==> src/rtl/const_arith_pkg.sv <==
// Shared definitions for the constant-arithmetic blocks (constant divider and
// its inverse, the constant multiplier).
//   state_t : FSM encoding shared by the sequential constant-arithmetic blocks
//   res_w   : result width of quo*K + rem (no overflow possible)
//   cnt_w   : iteration counter width for a given constant width (minimum 1)
package const_arith_pkg;

  typedef enum logic [1:0] {
    IDLE = 2'd0,
    BUSY = 2'd1,
    DONE = 2'd2
  } state_t;

  function automatic int res_w(input int quo_w, input int const_w);
    return quo_w + const_w;
  endfunction

  function automatic int cnt_w(input int const_w);
    return (const_w > 1) ? $clog2(const_w) : 1;
  endfunction

  // Default configuration (K = 38): constant width and counter width.
  localparam int DEF_MUL     = 38;
  localparam int DEF_CONST_W = $clog2(DEF_MUL + 1);
  localparam int CNT_W       = cnt_w(DEF_CONST_W);

endpackage

==> src/rtl/constant_mul_seq.sv <==
// Sequential shift-add multiplier that rebuilds a dividend from a
// quotient/remainder pair: o_res = i_quo * K + i_rem. K is either the MUL
// parameter (MUL_MODE=0) or sampled from i_mul_const at accept (MUL_MODE=1).
// o_rem_err flags i_rem >= K. Latency is fixed at CONST_W BUSY cycles.
// Ports:
//   i_clk, i_rst       clock (rising edge), async active-high reset
//   i_vld / o_rdy      input pair handshake (o_rdy high only in IDLE)
//   i_quo, i_rem       operands
//   i_mul_const        runtime K (MUL_MODE=1 only)
//   o_vld / i_rdy      result handshake
//   o_res, o_rem_err   result and out-of-range remainder flag
//
// state | meaning
// IDLE  | waiting for an input pair, o_rdy=1
// BUSY  | one shift-add iteration per cycle, CONST_W cycles
// DONE  | result presented on o_vld until i_rdy
module constant_mul_seq
  import const_arith_pkg::*;
#(
  parameter int MUL_MODE = 0,
  parameter int MUL      = 38,
  parameter int QUO_W    = 16,
  parameter int CONST_W  = $clog2(MUL + 1),
  parameter int RES_W    = res_w(QUO_W, CONST_W)
) (
  input  logic               i_clk,
  input  logic               i_rst,
  input  logic               i_vld,
  output logic               o_rdy,
  input  logic [QUO_W-1:0]   i_quo,
  input  logic [CONST_W-1:0] i_rem,
  input  logic [CONST_W-1:0] i_mul_const,
  output logic               o_vld,
  input  logic               i_rdy,
  output logic [RES_W-1:0]   o_res,
  output logic               o_rem_err
);

  localparam int LCNT_W = cnt_w(CONST_W);
  localparam logic [CONST_W-1:0] K_PARAM = CONST_W'(MUL);
  localparam logic [LCNT_W-1:0]  LAST    = LCNT_W'(CONST_W - 1);

  state_t state, state_nxt;

  logic [RES_W-1:0]   acc;
  logic [RES_W-1:0]   mcand;
  logic [CONST_W-1:0] mplier;
  logic [LCNT_W-1:0]  cnt;
  logic               err;

  logic [CONST_W-1:0] k_sel;
  logic               accept;
  logic               last_iter;

  assign k_sel     = (MUL_MODE == 1) ? i_mul_const : K_PARAM;
  assign accept    = i_vld & o_rdy;
  assign last_iter = (cnt == LAST);

  // State register
  always_ff @(posedge i_clk or posedge i_rst) begin
    if (i_rst) state <= IDLE;
    else       state <= state_nxt;
  end

  // Next-state logic
  always_comb begin
    state_nxt = state;
    case (state)
      IDLE:    if (accept) state_nxt = BUSY;
      BUSY:    if (last_iter) state_nxt = DONE;
      DONE:    if (o_vld && i_rdy) state_nxt = IDLE;
      default: state_nxt = IDLE;
    endcase
  end

  // Output decode
  always_comb begin
    o_rdy = (state == IDLE);
    o_vld = (state == DONE);
  end

  // Shift-add datapath. acc starts at the remainder so the final add of i_rem
  // is folded into the load; RES_W is wide enough that no carry is lost.
  always_ff @(posedge i_clk or posedge i_rst) begin
    if (i_rst) begin
      acc    <= '0;
      mcand  <= '0;
      mplier <= '0;
      cnt    <= '0;
      err    <= 1'b0;
    end else if (accept) begin
      acc    <= RES_W'(i_rem);
      mcand  <= RES_W'(i_quo);
      mplier <= k_sel;
      err    <= (i_rem >= k_sel);
      cnt    <= '0;
    end else if (state == BUSY) begin
      if (mplier[0]) acc <= acc + mcand;
      mcand  <= mcand << 1;
      mplier <= mplier >> 1;
      cnt    <= cnt + 1'b1;
    end
  end

  assign o_res     = acc;
  assign o_rem_err = err;

endmodule

==> config.mk <==
export PLATFORM = sky130hd
export DESIGN_NAME = constant_mul_seq
export DESIGN_NICKNAME = d
export VERILOG_FILES = /design/src/rtl/const_arith_pkg.sv /design/src/rtl/constant_mul_seq.sv
export SDC_FILE = /design/constraint.sdc
export NUM_CORES = 1
export LEC_CHECK = 0
export ABC_AREA = 1
export CAP_MARGIN = 20
export CORE_ASPECT_RATIO = 1.2
export CORE_MARGIN = 1
export CORE_UTILIZATION = 45
export CTS_BUF_LIST = sky130_fd_sc_hd__clkbuf_2
export CTS_CLUSTER_DIAMETER = 120
export DETAILED_ROUTE_END_ITERATION = 6
export PLACE_DENSITY = 0.68
export SLEW_MARGIN = 20
export SYNTH_ARGS = -nofsm -noshare
export SYNTH_HDL_FRONTEND = slang
export SYNTH_SLANG_ARGS = --single-unit
==> constraint.sdc <==
create_clock -name i_clk -period 3.3 [get_ports i_clk]
set_clock_uncertainty 0.1 [all_clocks]
set_input_delay 0.33 -clock i_clk [delete_from_list [all_inputs] [get_ports i_clk]]
set_output_delay 0.33 -clock i_clk [all_outputs]
set_load 0.01 [all_outputs]
Word level (Yosys, flattened, before mapping)
Cells that the tools add are included.
{"block": "classes", "add_sub_neg": 2, "mul": 0, "div_mod_pow": 0, "magnitude_cmp": 1, "eq_ne": 6, "n_shift": 0, "mux": 13, "n_bitwise": 1, "reduce_logical": 6}
{"cell": "22-bit two-way mux", "n": 5}
{"cell": "22-bit adder", "n": 1}
{"cell": "6-bit two-way mux", "n": 2}
{"cell": "6-bit greater-or-equal comparator (second input constant)", "n": 1}
{"cell": "2-bit two-way mux", "n": 3}
{"cell": "3-bit two-way mux", "n": 2}
{"cell": "2-bit one-hot mux with 3 select lines", "n": 1}
{"cell": "2-bit by 1-bit inequality test with 1-bit output (second input constant)", "n": 2}
{"cell": "2-bit nonzero test", "n": 2}
{"cell": "3-bit by 1-bit adder with 3-bit output (second input constant)", "n": 1}
{"cell": "3-bit == test (second input constant)", "n": 1}
{"cell": "3-bit AND reduction", "n": 1}
{"cell": "2-bit by 1-bit == test with 1-bit output (second input constant)", "n": 1}
{"cell": "2-bit == test (second input constant)", "n": 1}
{"cell": "2-bit logical NOT", "n": 1}
{"cell": "2-bit inequality test (second input constant)", "n": 1}
{"cell": "2-bit AND reduction", "n": 1}
{"cell": "1-bit bitwise AND", "n": 1}
{"cell": "1-bit logical AND", "n": 1}
{"block": "word_totals", "regBits": 56, "latchBits": 0, "ramBits": 0, "rom_bits": 0, "in_bits": 32, "wordCells": 35, "n_memories": 0}

Logic depth before layout (Yosys ltp)
{"block": "depth", "ltp_word": 4, "depth_mapped": 12, "depth_no_buf": 12}

Worst setup path after synthesis
OpenSTA, ideal clock, no wires.
{"block": "synth_path", "path_type": "register to register", "from": "register acc[0] (netlist: o_res[0])", "to": "register acc[16] (netlist: o_res[16])", "arrival_ps": 1715, "required_time_ps": 3083, "path_slack_ps": 1367, "stages_incl_launch_ff": 11, "n_path_buf": 0, "period_less_slack_ps": 1933, "cell_sequence": "dfrtp_1 -> ha_1 -> fa_1 -> nand3_1 -> nand3_1 -> nand2_1 -> nand2_1 -> nand3_1 -> nand3b_1 -> nand3_1 -> nand2_1"}
{"block": "synth_between", "elab_chain_len": 4}
{"element": "start: declaration", "line_no": "constant_mul_seq.sv:45", "rtl": "logic [RES_W-1:0] acc;"}
{"element": "start signal: assignment", "line_no": "constant_mul_seq.sv:92", "rtl": "acc <= RES_W'(i_rem);"}
{"element": "start signal: assignment", "line_no": "constant_mul_seq.sv:98", "rtl": "if (mplier[0]) acc <= acc + mcand;"}
{"element": "22-bit adder", "line_no": "constant_mul_seq.sv:98"}
{"element": "22-bit two-way mux", "line_no": "constant_mul_seq.sv:98"}
{"element": "22-bit two-way mux", "line_no": "constant_mul_seq.sv:97", "rtl": "end else if (state == BUSY) begin"}
{"element": "22-bit two-way mux", "line_no": "constant_mul_seq.sv:91", "rtl": "end else if (accept) begin"}
No other way between the ends. The select of a mux whose other input is x is not followed.
A chain may end at the register's enable or synchronous reset.

Final worst setup path
{"block": "layout_path", "from": "register acc[0] (netlist: o_res[0])", "to": "register acc[12] (netlist: o_res[12])"}
The elaborated chain is that of the path after synthesis.

==> impl_metrics.csv <==
group,metric,value,unit
status,status,"complete, no violations",
synthesis,synth_edf_count,0,
floorplanning,die_w,85.78,um
sta,tightest_slew,0.7139,ns
synthesis,synth_area_leaders,"dfrtp_1 37%, nand2_1 22%, ha_1 7.6%",
final_layout,final_layout_size_suffix_gt1_share,5.743,%
clocking,postCtsHoldBufs,0,
setup_path,reg2reg_from,"o_res[0]",
setup_path,worstPathArrival,2.58,ns
clocking,numCtsBuffers,5,
synthesis,syn-cell-area,3790,sq um
clocking,cts.path.max_buffers,2,
power,leakagePower,2.359,nW
setup_path,r2r_cells,11,
synthesis,synthTopCellsByCount,"220 x nand2_1, 76 x inv_1, 56 x dfrtp_1",
setup_path,crit_slowest_cell,"dfrtp_1",
final_layout,antennaDiodeCount,0,
synthesis,yosysWarnings,0,
setup_path,required,3.65,ns
drt,num_vias,3421,
clocking,cts_root_buffer,"clkbuf_2",
setup_path,max_stage_delay,0.47,ns
grt,grt_pass1_wl,15.37,mm
clocking,cts_resized,0,
final_layout,final_util,54.11,%
floorplanning,io_pins,57,
placed_design,port_buffers,50,
placed_design,dpl.hpwl,6.758,mm
setup_path,r2r_setup_slack,1.07,ns
setup_path,r2r_end,"o_res[12]",
setup_path,critPathLaunchType,"flop",
setup_path,worst-setup-path-type,"flop to flop",
grt,antenna_found_initial,0,
drt,drt_iter0_markers,137,
synthesis,synth_flop_cell,"dfrtp_1",
synthesis,synth_top_area_share,36.98,%
synthesis,synth_area_per_cell,6.980,sq um
floorplanning,die_area,8795,sq um
final_layout,multi_input_area,1993,sq um
floorplanning,start_util,46.49,%
drt,ant_nets,0,
hold_path,hp-class,"input port to async pin",
setup_path,crit_buf_inv,0,
power,powerDensity,1004,nW/um^2
placed_design,gp_congestion,0.8797,
drt,wl_per_cell,12.56,um
final_layout,fin_nets,647,
power,peakVddDrop,0.5764,mV
drt,vias_per_cell,4.846,
run,drv_cap,0,
drt,dr.pass1.iters,4,
sta,finalSetupViolations,0,
clocking,cts_tree,"yes",
sta,finalSetupTns,0,ns
grt,grt.overflow.total,0,
setup_path,cpMostUsedCell,"nand2_1",
synthesis,ys_seq_area_share,36.98,%
synthesis,syn-num-nets,599,
setup_path,crit_fanout,4,
setup_path,endpoint_kind,"flop",
synthesis,synth_most_common_cell,"nand2_1",
floorplanning,die_y,102.5,um
sta,min_period,2.235,ns
synthesis,synth_top_area_cell,"dfrtp_1",
clocking,path_clk_slew,0.31,ns
drt,routed_wl,8.865,mm
clocking,post_cts_buffers,0,
grt,grt_pass1_vias,3404,
clocking,clk_latency,0.47,ns
sta,finalCritPeriodShare,67.72,%
setup_path,critical_path.top_delay_family,"simple AND/OR/NAND/NOR gates",
floorplanning,rows,36,
grt,grt_max_degree,57,
drt,drc,0,
sta,rsz0062_at_grt,"false",
final_layout,synthToLayoutAreaGrowth,16.41,%
sta,slew_violations,0,
synthesis,synth.distinct_cells,41,
sta,clock.fmax,447.5,MHz
sta,hold_viol,0,
sta,relSlewSlack,52.41,%
setup_path,worstPathCellList,"ha_1, fa_1, nand3_1, nand3_1, nand2_1, nand2_1, nand2_1, nand2_1, nand2_1, nand2_1, o21ai_1",
synthesis,ys_async_sr_fraction,100.0,%
clocking,cts_sinks,56,
final_layout,layout.area.seq,1401,sq um
grt,grt_usage,22.45,%
synthesis,yosys_register_bits,56,
final_layout,num-fill-cells,807,
synthesis,syn_inst,543,
floorplanning,core-area,8153,sq um
clocking,htreeDepth,2,
## per-layer routing
layer | GRT usage [%] | vias up | routed length [um]
li1 | - | 1799 | -
met1 | 28.26 | 1547 | 4052
met2 | 40.55 | 68 | 4406
met3 | 3.603 | 7 | 306
met5 | 0 | - | 0
met4 | 5.385 | 0 | 100
## sequential cells by signal (all words and copies together) (netlist names)
register / flops
mcand: 22
o_res: 22
mplier: 6
cnt: 3
state: 2
o_rem_err: 1
## placed cells by master, fill, tap and decap left out, types with 3 or more instances in the layout
cell and instances:
a21oi_1 16, clkbuf_2 5, clkdlybuf4s50_1 50, dfrtp_1 56
ha_1 23, inv_1 75, inv_2 5, nand2_1 220
nand2_2 4, nand3_1 38, nand3b_1 5, nand4_1 3
nor2_1 32, nor2_4 3, nor3_1 3, o21ai_0 10
o22ai_1 10
## report_power, final
part / leakage (nW) / internal [W] / switching (W)
clock: 0.0294 / 0.0000537 / 0.000230
sequential: 0.705 / 0.00100 / 0.000252
combinational: 1.62 / 0.00112 / 0.00177
total: 2.36 / 0.00218 / 0.00226
## metrics by stage
step / instance area, sq um / hold slack, ns / cells / setup WS (ns) / power [W]
2_1_floorplan: 3790 / 0.3333 / 543 / 1.367 / 0.003403
3_3_place_gp: 4365 / 0.3474 / 698 / 1.055 / 0.004100
3_5_place_dp: 4365 / 0.3608 / 698 / 0.9910 / 0.004163
4_1_cts: 4412 / 0.2038 / 706 / 1.067 / 0.004462
5_1_grt: 4412 / 0.2296 / 706 / 0.9345 / 0.004946
6_report: 4412 / 0.1968 / 706 / 1.065 / 0.004430
## worst max-delay path by stage
stage,startpoint,endpoint,slack (ns),cells past startpoint
2_1_floorplan,o_res[0],o_res[16],1.37,10
4_1_cts,o_res[0],o_res[12],1.07,11
5_1_grt,o_res[0],o_res[12],0.93,11
6_report,o_res[0],o_res[12],1.07,11
3_5_place_dp,i_vld,mcand[15],0.99,6
3_3_place_gp,i_vld,mcand[15],1.05,6
## area by class of cell
class                   instances  area share, %
clock buffers                   5         0.5672
multi-input cells             394          45.18
flip-flops and latches         56          31.76
clock inverters                 3         0.4821
repair buffers                 52          11.68
inverters                      82          7.090
well taps                     114          3.233
## logic make-up after synthesis
family | share of synthesized area, %
buf+inv | 10.43
simple gates | 35.46
fa+ha+maj | 8.122
xor+xnor | 0.6934
flops | 36.98
compound gates | 8.320
## worst reg2reg max path: cells and delay by family (launching register included)
family,cells,cell delay [ns]
AOI/OAI and AO/OA,1,0.12
adders and majority gates,2,0.68
DFF,1,0.47
and+or+nand+nor,8,0.84
No activity file was read; power rests on OpenSTA's default activity.
==> patch 1: new RTL, same flow settings <==
Re-encode `state_t` (3 states) as one-hot, 3 bits wide.
--- a/src/rtl/const_arith_pkg.sv
+++ b/src/rtl/const_arith_pkg.sv
@@ -5,10 +5,10 @@
 //   cnt_w   : iteration counter width for a given constant width (minimum 1)
 package const_arith_pkg;
 
-  typedef enum logic [1:0] {
-    IDLE = 2'd0,
-    BUSY = 2'd1,
-    DONE = 2'd2
+  typedef enum logic [2:0] {
+    IDLE = 3'b001,
+    BUSY = 3'b010,
+    DONE = 3'b100
   } state_t;
 
   function automatic int res_w(input int quo_w, input int const_w);
Behaviour: no difference found for any inputs over 10 cycles, from zero or initial values and one cycle with i_rst high; not proved beyond that.
==> patch 1 against the unedited design <==
- power shrank 10%
- non-clock buffer count is the same
- worst setup slack lost 0.048 ns
- first-iteration DRC count grew 23%
- fmax shrank 2.1%
- sequential cell count grew 1
- cell area grew 2.0%
- hold slack lost 0.089 ns
- wire length grew 2.5%
- area after synthesis grew 0.33%
- critical endpoint is now o_rdy
==> patch 1: results (changes against the unedited design) <==
Route
  – Routed wire length: 9090 µm (+2.5%)
  – Initial DRC count: 169 (+23%)
  – DR WL met3: 356 µm (+16%)
  – Metal2 WL: 4420 µm (+0.32%)
  – DR vias: 3,559 (+4.0%)

Pwr
  – Leakage Power: 2.43 nW (+3.0%)
  – IR Drop Worst-Case VDD: 0.465 mV (-19%)

GRT
  – Total GRT Usage: 22.9% (+0.43 points)
  – M1 GR Usage: 28.1% (-0.19 points)
  – Largest net degree at the start of global routing: 36 (-37%)
  – Met3 Use GR: 5.36% (+1.8 points)

Synth
  – Synth Area in XOR/XNOR: 0.691% (-0.0023 points)
  – Avg Synthesized Cell Area: 6.96 µm² (-0.22%)
  – Adder-Cell Fraction of Synth Area: 8.09% (-0.027 points)
  – Register area share after synthesis: 37.5% (+0.57 points)

Layout
  – Multi-input gate area in the final layout: 1930 µm² (-3.0%)
  – Fraction of layout cells with a size suffix above 1: 5.15% (-0.59 points)
  – Fin nets: 653 (+0.93%)

Placement
  – Placer Congestion: 0.869 (-1.2%)
  – DP Cell Count: 700 (+0.29%)
  – Placed cell area: 4380 µm² (+0.37%)
  – Final HPWL DP: 6930 µm (+2.5%)

Clocking
  – CTS Buf Count: 9 (+4)

Setup path
  – FF-to-FF Start: state[2]$_DFFE_PP0P_
  – Reg2reg path depth: 4 (-7)
  – Reg2reg end: mcand[0]$_DFFE_PP0P_

Timing
  – Hold_ws: 0.108 ns (-0.0890 ns)

Run status
  – Status: finished, final reports clean
patch 1: changes by cell type after synthesis, sizes merged, moves of 2 or more:
cell and change:
o21ai +46, nand2 -41, inv +11, nor2 -8
clkbuf +3, and2 -2, buf -2, nor3 +2
o22ai -2, or2 -2
patch 1: power by group:
group          switching (W)  total, W  internal (W)
registers           0.000202   0.00117      0.000971
clock network       0.000304  0.000484      0.000180
logic                0.00145   0.00232      0.000874
total                0.00195   0.00398       0.00203
patch 1: how the worst max path moves through the flow:
stage | start | end | cells past startpoint | slack [ns]
after floorplan | o_res[0]$_DFFE_PP0P_ | o_res[12]$_DFFE_PP0P_ | 10 | 1.37
after global placement | state[2]$_DFFE_PP0P_ | mcand[9]$_DFFE_PP0P_ | 4 | 1.18
after detailed placement | o_res[0]$_DFFE_PP0P_ | o_res[12]$_DFFE_PP0P_ | 10 | 1.14
after CTS | state[0]$_DFFE_PP1P_ | o_rdy | 3 | 0.98
after global routing | state[0]$_DFFE_PP1P_ | o_rdy | 3 | 0.89
final | state[0]$_DFFE_PP1P_ | o_rdy | 3 | 1.02
patch 1: area by class of cell:
type | instances | area share, %
Clock buffer | 10 | 1.11
Clock inverter | 6 | 1.50
Inverter | 93 | 7.76
Multi-Input combinational cell | 384 | 43.0
Sequential cell | 57 | 31.7
Tap cell | 114 | 3.17
Timing Repair Buffer | 52 | 11.7
patch 1: cells by family (layout without fill, tap and decap cells):
group                      after synthesis  after routing
and+or+nand+nor                        266            266
xor gates and xnor gates                 3              3
DFF                                     57             57
adders and majority gates               24             24
AOI/OAI and AO/OA                       91             91
buffers and inverters                  105            161
patch 1: critical path, stage by stage (launching register included):
cell             delay (ns)
dfstp_2                0.61
nand2_1                0.09
nor2_2                 0.13
clkdlybuf4s50_1        0.55
==> patch 2: new RTL, same settings <==
Made on the original files. Change the parameter `MUL` from 38 to 76.
--- a/src/rtl/constant_mul_seq.sv
+++ b/src/rtl/constant_mul_seq.sv
@@ -18,7 +18,7 @@
   import const_arith_pkg::*;
 #(
   parameter int MUL_MODE = 0,
-  parameter int MUL      = 38,
+  parameter int MUL      = 76,
   parameter int QUO_W    = 16,
   parameter int CONST_W  = $clog2(MUL + 1),
   parameter int RES_W    = res_w(QUO_W, CONST_W)
Ports: changed (resized i_mul_const, i_rem and o_res); port bits go from 57 to 60. The function was not compared with the original's and may differ.
==> patch 2 against the unedited design <==
- wire length grew 9.4%
- sequential cell count rose by 3
- via count rose by 8.0%
- global-route usage rose by 0.85 points
- first-iteration DRC count increased by 29%
- power up 9.2%
- worst setup slack improved by 0.043 ns
- area after synthesis rose by 6.2%
- cell area increased by 7.4%
- fmax increased by 2.0%
==> patch 2: results (changes against the unedited design) <==
Run status
  – Status: finished, final reports clean

GRT
  – Vias in the first global route: 3,576 (+5.1%)
  – First-pass GRT wire length: 16,600 µm (+8.0%)
  – Total GRT Usage: 23.3% (+0.85 points)
  – Antenna violations before repair: 0 (unchanged)
  – Largest net degree at the start of global routing: 60 (+5.3%)

Layout
  – Multi-input gate area in the final layout: 2100 µm² (+5.3%)
  – Antenna diodes: 0 (unchanged)
  – Fraction of layout cells with a size suffix above 1: 6.71% (+0.97 points)
  – Fin nets: 695 (+7.4%)
  – Fill cells: 876 (+8.6%)

Timing
  – Final setup fails: 0 (unchanged)
  – Worst Tran Pin Value: 0.757 ns (+0.0430 ns)
  – Setup tns final: 0 ns (unchanged)

Synth
  – Register area share after synthesis: 36.7% (-0.28 points)
  – Distinct cell type count after synthesis: 36 (-12%)
  – Post-synth ARST share: 100% (unchanged)
  – Mapped Nets: 640 (+6.8%)
  – Synth area leaders: dfrtp_1 37%, nand2_1 22%, inv_1 8.4%
  – Avg Synthesized Cell Area: 6.93 µm² (-0.77%)
  – Synth warnings: 0 (unchanged)
  – Synth cell count leaders: 236 x nand2_1, 90 x inv_1, 59 x dfrtp_1, 36 x nand3_1, 29 x nor2_1

Setup path
  – Data arrival, critical path: 2.52 ns (-0.06 ns)
  – Reg2reg path depth: 13 (+2)
  – Crit path max-delay family: simple AND/OR/NAND/NOR gates
  – CP max FO: 4 (unchanged)
  – Critical-path top delay cell: dfrtp_1
  – Worst stage delay on the critical path: 0.41 ns (-0.06 ns)
  – Startpoint Class: flip-flop
  – FF-to-FF Start: mcand[0]$_DFFE_PP0P_

Route
  – DR pass1 iterations: 4 (unchanged)
  – Routed wire length: 9700 µm (+9.4%)
  – Antenna-violating nets left: 0 (unchanged)
  – WL per Instance: 12.8 µm (+1.9%)
  – DR vias: 3,696 (+8.0%)
  – Initial DRC count: 177 (+29%)

Placement
  – Placer Congestion: 0.890 (+1.2%)
  – Pre-CTS setup slack: 1.17 ns (+0.177 ns)
  – Port buffer count: 52 (+4.0%)
  – Final HPWL DP: 7440 µm (+10%)
  – DP Cell Count: 742 (+6.3%)
  – Placed cell area: 4630 µm² (+6.1%)

Clocking
  – CTS Buf Count: 9 (+4)
  – Clk slew on worst S/H paths: 0.17 ns (-0.14 ns)
  – # resized after CTS: 0 (unchanged)
  – Root buf cell: clkbuf_2
  – Post-CTS Setup Bufs: 0 (unchanged)
  – # H-tree levels: 3 (+1)
  – Later-pin clock latency in the skew report: 0.51 ns (+0.04 ns)
  – Maximum buffer depth of the clock tree: 2 (unchanged)

Pwr
  – IR Drop Worst-Case VDD: 0.580 mV (+0.66%)
  – Leakage Power: 2.54 nW (+7.7%)

Hold path
  – Worst hold-check path type: in -> async
## patch 2: cell count changes after synthesis, moves of 3 or more
cell	before	now
dfrtp_1	56	59
inv_1	76	90
nand2_1	220	236
nor2_1	32	29
nor2_2	2	6
o211ai_1	2	6
## patch 2: logic make-up after synthesis
| family | after synthesis | synth area share [%] |
|---|---|---|
| simple gates | 329 | 34.4 |
| buf+inv | 107 | 11.1 |
| flops | 59 | 36.7 |
| compound gates | 56 | 8.71 |
| fa+ha+maj | 25 | 7.96 |
| xor+xnor | 5 | 1.09 |
## patch 2: worst min-delay path, stage by stage
cell,delay (ns)
clkdlybuf4s50_1,0.41
inv_2,0.04
buf_4,0.58
## patch 2: per-layer routing
layer | track usage [%] | vias up | wire [µm]
met5 | 0 | - | 0
met2 | 37.5 | 77 | 4630
met4 | 7.95 | 0 | 157
met1 | 31.1 | 1678 | 4480
met3 | 4.46 | 14 | 431
li1 | - | 1927 | -
## patch 2: final timing paths
path                                              end  slack [ns]
worst max-delay path            o_res[16]$_DFFE_PP0P_        1.11
worst min-delay path            mcand[19]$_DFFE_PP0P_        0.22
worst max register to register  o_res[16]$_DFFE_PP0P_        1.11
worst min register to register  o_rem_err$_DFFE_PP0P_        0.40
max in group asynchronous       o_res[10]$_DFFE_PP0P_        2.36
min in group i_clk              mcand[10]$_DFFE_PP0P_        0.27
## patch 2: cell type report
type	count	share of cell area, %
Clock buffer	11	1.16
Clock inverter	5	1.14
Inverter	96	7.71
Multi-Input combinational cell	415	44.3
Sequential cell	59	31.2
Tap cell	117	3.09
Timing Repair Buffer	55	11.5
## patch 2: where the power goes
group / internal (W) / switching, W / total, W
clock network: 0.000177 / 0.000276 / 0.000453
registers: 0.00105 / 0.000262 / 0.00132
logic: 0.00118 / 0.00189 / 0.00307
total: 0.00241 / 0.00243 / 0.00484
